--- src/rtl/fft_output_streamer.sv ---
// Captures one frame of packed FFT results on a load strobe and streams the bins
// out over a valid/ready port, optionally in bit-reversed slot order.
module fft_output_streamer #(
  parameter int N           = 16,
  parameter int W           = 16,
  parameter int BIT_REVERSE = 0,
  localparam int IW         = $clog2(N)
) (
  input  logic            clock,
  input  logic            reset_n,
  input  logic            load,
  input  logic [N*W-1:0]  xout_bus,
  input  logic [N*W-1:0]  yout_bus,
  output logic            s_valid,
  input  logic            s_ready,
  output logic [W-1:0]    s_re,
  output logic [W-1:0]    s_im,
  output logic [IW-1:0]   s_index,
  output logic            s_last,
  output logic            busy,
  output logic            done,
  output logic            overrun
);

  typedef enum logic {IDLE, STREAM} state_t;

  localparam logic [IW-1:0] LAST_IDX = IW'(N - 1);

  state_t         state;
  logic [W-1:0]   x_in   [N];
  logic [W-1:0]   y_in   [N];
  logic [W-1:0]   re_mem [N];
  logic [W-1:0]   im_mem [N];
  logic [IW-1:0]  next_idx;
  logic           xfer;
  logic           accept;

  // Map an output bin number to the capture slot that feeds it.
  function automatic logic [IW-1:0] slot_of(input logic [IW-1:0] k);
    logic [IW-1:0] r;
    r = k;
    if (BIT_REVERSE != 0) begin
      for (int i = 0; i < IW; i++) r[i] = k[IW-1-i];
    end
    return r;
  endfunction

  for (genvar gi = 0; gi < N; gi++) begin : g_unpack
    assign x_in[gi] = xout_bus[gi*W +: W];
    assign y_in[gi] = yout_bus[gi*W +: W];
  end

  assign next_idx = s_index + IW'(1);
  assign xfer     = (state == STREAM) && s_ready;
  // A load is taken in IDLE, or when it coincides with the final transfer.
  assign accept   = load && ((state == IDLE) || (xfer && s_last));

  always_ff @(posedge clock or negedge reset_n) begin
    if (!reset_n) begin
      state   <= IDLE;
      s_valid <= 1'b0;
      s_re    <= '0;
      s_im    <= '0;
      s_index <= '0;
      s_last  <= 1'b0;
      busy    <= 1'b0;
      done    <= 1'b0;
      overrun <= 1'b0;
      for (int k = 0; k < N; k++) begin
        re_mem[k] <= '0;
        im_mem[k] <= '0;
      end
    end else begin
      done <= xfer && s_last;

      if (load && !accept) overrun <= 1'b1;

      if (accept) begin
        for (int k = 0; k < N; k++) begin
          re_mem[k] <= x_in[k];
          im_mem[k] <= y_in[k];
        end
        // Bin 0 comes straight off the bus so it is valid on the next cycle.
        state   <= STREAM;
        s_valid <= 1'b1;
        busy    <= 1'b1;
        s_index <= '0;
        s_last  <= (LAST_IDX == '0);
        s_re    <= x_in[slot_of('0)];
        s_im    <= y_in[slot_of('0)];
      end else if (xfer) begin
        if (s_last) begin
          state   <= IDLE;
          s_valid <= 1'b0;
          busy    <= 1'b0;
          s_last  <= 1'b0;
          s_index <= '0;
        end else begin
          s_index <= next_idx;
          s_last  <= (next_idx == LAST_IDX);
          s_re    <= re_mem[slot_of(next_idx)];
          s_im    <= im_mem[slot_of(next_idx)];
        end
      end
    end
  end

endmodule

--- config.mk ---
export PLATFORM = sky130hd
export DESIGN_NAME = fft_output_streamer
export DESIGN_NICKNAME = d
export VERILOG_FILES = /design/src/rtl/fft_output_streamer.sv
export SDC_FILE = /design/constraint.sdc
export NUM_CORES = 1
export LEC_CHECK = 0
export ABC_AREA = 1
export ABC_CLOCK_PERIOD_IN_PS = 2400
export BUFFER_PORTS_ARGS = -buffer_cell sky130_fd_sc_hd__buf_2
export CAP_MARGIN = 30
export CORE_MARGIN = 8
export CORE_UTILIZATION = 30
export DETAILED_ROUTE_END_ITERATION = 8
export PLACE_DENSITY_LB_ADDON = 0.05
export SLEW_MARGIN = 5
export SYNTH_ARGS = -nofsm -noshare
export SYNTH_HDL_FRONTEND = slang
export SYNTH_SLANG_ARGS = --single-unit
--- constraint.sdc ---
create_clock -name clock -period 2.4 [get_ports clock]
set_input_delay 0.48 -clock clock [delete_from_list [all_inputs] [get_ports clock]]
set_output_delay 0.48 -clock clock [all_outputs]
set_load 0.005 [all_outputs]
### After elaboration in Yosys (flattened, before gate mapping)

Index checks and enable logic that the tools add are counted.

* add/subtract/negate cells: 1
* order comparisons: 1
* equality and inequality tests: 2
* muxes and demuxes: 21
* bitwise operators: 2
* reduce and logical (&&, ||, !) cells: 10

Operator list (count)
* $mux 16: 10
* $bmux 16 s4: 2
* $mux 4: 3
* $mux 1: 6
* $ge 5x5->1 const B: 1
* $not 4->5: 1
* $add 4x1->4 const B: 1
* $eq 4x4->1 const B: 1
* $logic_and 1x1->1: 4
* $reduce_and 2->1: 2
* $reduce_bool 2->1: 2
* $ne 2x1->1 const B: 1
* $logic_not 1->1: 1
* $logic_or 1x1->1: 1
* $not 1->1: 1

* register bits: 552
* input bits: 516
* output and inout bits: 41
* word-level logic and storage cells: 76

### Logic depth before layout (Yosys ltp)

* word-level depth: 8
* depth in mapped cells: 14
* gate-level depth less buffers: 10

### Least setup slack after synthesis

Ideal clock, no wire load.

* path kind: reg2reg
* start: reg s_index[0]
* end: reg s_im[14]
* library setup time: 0.124 ns
* data arrival time: 2.100 ns
* required time: 2.276 ns
* slack: 0.176 ns
* cell stages (with the launch flop): 15
* buffers on the path: 4
* period minus slack after synthesis: 2.224 ns
* path through: dfrtp_1 > inv_2 > buf_2 > buf_2 > ha_1 > buf_2 > inv_2 > clkbuf_1 > nor2_1 > o21ai_0 > nand3_1 > nand3_1 > nand2_1 > nand2_1 > nand3_1

* longest elaborated chain between the ends: 8

Ends and longest elaborated chain
* start, declared: line 18 `output logic [IW-1:0] s_index,`
* start signal, assigned: line 99 `s_index <= next_idx;`
* $add 4x1->4: line 53 `assign next_idx = s_index + IW'(1);`
* $not 4->5 (implied by the code): line 102 `s_im <= im_mem[slot_of(next_idx)];`
* $bmux 16 s4: line 102
* $mux 16 (implied by the code) (2 in a row): line 102
* $mux 16: line 92 `if (s_last) begin`
* $mux 16: line 91 `end else if (xfer) begin`
* $mux 16: line 78 `if (accept) begin`
* end signal, assigned: line 90 `s_im <= y_in[slot_of('0)];`
* end signal, assigned: line 102
* end, declared: line 17 `output logic [W-1:0] s_im,`

Every way passes these cells. The select of a mux whose other input is x is not followed.
A chain may end at the register's enable or synchronous reset.

### Worst setup path after layout

* start: reg s_index[0]
* end: reg s_im[6]

Same word-level chain as after synthesis.

==> qor.txt <==
Status -> finished clean
Die width -> 312 um
Layout cell share with drive strength beyond 1 -> 19.9%
CTS clock-pin slew for the worst setup and hold paths -> 60 ps
PwrDens -> 1430 nW/um^2
Yosys Warn Count -> 0
Core Box Area -> 86800 um^2
Startpoint Class -> flop
Worst R2R Setup Slack -> 200 ps
Routed WL -> 105 mm
EDFF count, synth -> 0
Worst path slowest cell -> dfrtp_4
Sequential area share after synthesis -> 52.6%
Number of port buffers -> 556
# IOs -> 557
# resized after CTS -> 0
Max incr delay on CP -> 480 ps
Critical-path maximum fanout -> 59
Clk buf depth -> 3
H-tree depth -> 3
Global-route wire length before repair -> 157 mm
Reg-to-reg startpoint -> s_index[0]$_DFFE_PN0P_
Distinct cells, synth -> 28
Met1 GRT Util -> 26.7%
Die H -> 312 um
Final slew viol count -> 0
Total gr overflow -> 0
RR Endpoint -> s_im[6]$_DFFE_PN0P_
Crit-path cells -> inv_6, ha_4, buf_12, buf_12, a21oi_1, o21ai_0, nand3_1, nand3_1, nand2_1, nand2_1, nand3_1
Hold path startpoint -> xout_bus[122]
GPL Wtd Cong -> 0.782
Grt met3 use -> 4.44%
Initial Util -> 30.3%
Mapped Nets -> 3885
Area grow syn2layout -> 24.7%
Total CTS buffers -> 68
Hold endpoint -> re_mem[138]$_DFFE_PN0P_
Num rows -> 108
Worst hold path depth -> 3
Asr flop ratio synth -> 100%
Top Usage Layer GRT -> met2
Synthesized area -> 26300 um^2
Seq cells post-synth -> 552
Final Setup Violations -> 0
Synth top area cells -> dfrtp_1 53%, nand2_1 17%, nand3_1 6.5%
CTS sink cnt -> 552
Vias in the first global route -> 24600
Syn_area_per_cell -> 7.80 um^2
Critical Path RT -> 2860 ps
Peak supply drop -> 1210 uV
Largest net degree at the start of global routing -> 121
DRT antenna net count -> 0
Cell family with most CP delay -> buffers and inverters
Root buf cell -> clkbuf_16
GR met2 Demand/Resource -> 35.8%
Most area-hungry cell type in the Yosys netlist -> dfrtp_1
TNS Setup -> 0 ps
Final min period -> 2200 ps
Later-pin clock latency in the skew report -> 590 ps
Commonest cells in the netlist -> 1166 x nand2_1, 552 x dfrtp_1, 389 x inv_1
Worst Path Arrival -> 2660 ps
WP buf/inv -> 3
Die area -> 97300 um^2
Postcts setup bufs -> 0
Final Net Count -> 4370
Worst-margin pin slew -> 569 ps
Reg2Reg Depth -> 11
Max-cap violations -> 0
Relative slew slack -> 62.1%
Residual DRC count -> 0
Hold buffer count at cts -> 1
Final hold vios -> 0
Vias -> 23400
Yosys top cell area share -> 52.6%
Routed len/inst -> 20.8 um
Dpl hpwl -> 78.3 mm
Cell with the most instances after synthesis -> nand2_1
Vias/cell -> 4.63
First-pass DRT Iterations -> 7
DRT iter0 DRCs -> 1528
GRT Total Usage -> 21.0%
Synth Instances -> 3367
Most used cell, CP -> nand3_1
P_leak -> 16.6 nW
Ys flop type -> dfrtp_1
Cell Count, Final, Fillers Out -> 5058
HP Class -> input pin to flop
Initial antenna violation count -> 13
Period utilization -> 91.8%
# placed instances -> 4936
CP Class -> flop to flop
Fin Clk Skew -> 18.7 ps
Worst setup EP type -> flop
CTS tree -> built
Highest clock rate -> 454 MHz
Setup repair after global routing missed its margin -> no
-- per-stage QoR --
step	util [%]	worst slack (ps)	total power, mW	hold WS, ps	area (um^2)
2_1_floorplan	-	176	28.9	184	26300
3_3_place_gp	35.2	195	37.3	456	30500
3_5_place_dp	35.2	187	37.4	461	30500
4_1_cts	37.7	170	47.9	36.1	32700
5_1_grt	37.7	11.4	50.9	58.3	32700
6_report	37.7	196	47.0	80.4	32700
-- worst max path at each step --
stage / slack, ps / startpoint / endpoint / cells after the start
floorplan: 180 / s_index[0]$_DFFE_PN0P_ / s_im[14]$_DFFE_PN0P_ / 14
global placement: 200 / s_index[0]$_DFFE_PN0P_ / s_re[1]$_DFFE_PN0P_ / 9
detailed placement: 190 / s_index[0]$_DFFE_PN0P_ / s_im[8]$_DFFE_PN0P_ / 11
CTS: 170 / s_index[0]$_DFFE_PN0P_ / s_im[8]$_DFFE_PN0P_ / 11
global route: 10 / s_index[0]$_DFFE_PN0P_ / s_im[6]$_DFFE_PN0P_ / 11
finish: 200 / s_index[0]$_DFFE_PN0P_ / s_im[6]$_DFFE_PN0P_ / 11
-- placed cells by master (no fill, tap or decap), drive strengths merged --
master,instances
nand3,344
diode,3
clkbuf,105
dfrtp,552
o211ai,63
dlygate4sd3,1
clkinvlp,1
ha,2
a211oi,1
o22ai,1
o21ai,462
a21oi,64
o21bai,1
bufinv,2
xnor2,1
xor2,3
clkinv,16
buf,643
nor2,66
inv,394
nand2,1178
-- tightest hold or removal path: stages --
cell and delay (ps):
buf_2 70, nand2_1 40, nand2_1 40
-- final cells by class --
class                           instances  area (um^2)
Tap cell                             1155         1450
Sequential cell                       552        13800
Multi-Input combinational cell       2186         9740
Clock inverter                         13          121
Inverter                              400         1520
Clock buffer                          105         2060
Antenna cell                            3         7.51
Timing Repair Buffer                  644         4030
Fill cell                            9371        54000
-- state kept, by name, summed over array words and instances, names as in the netlist --
signal and count:
re_mem 256, s_index 4, state 1, done 1, s_im 16, s_re 16
s_last 1, im_mem 256, overrun 1
-- cells by family after synthesis --
family                   synth area share, %
AO/OA/AOI/OAI                           12.0
adder cells (fa/ha/maj)               0.0953
XOR/XNOR                               0.191
flip-flops                              52.6
AND/OR/NAND/NOR                         24.5
buffers and inverters                   10.6
-- layer usage --
layer  vias up  part of all wire [%]
met1     11100                    43
met4        12                   2.9
met5         -                 0.078
met3       153                   5.5
li1      11600                     -
met2       555                    49
-- report_power, final --
| part | internal, mW | total (mW) | switching, mW |
|---|---|---|---|
| Clock | 6.11 | 10.2 | 4.12 |
| Sequential | 13.9 | 15.7 | 1.78 |
| Combinational | 7.40 | 21.0 | 13.6 |
No activity file was read; power rests on OpenSTA's default activity.
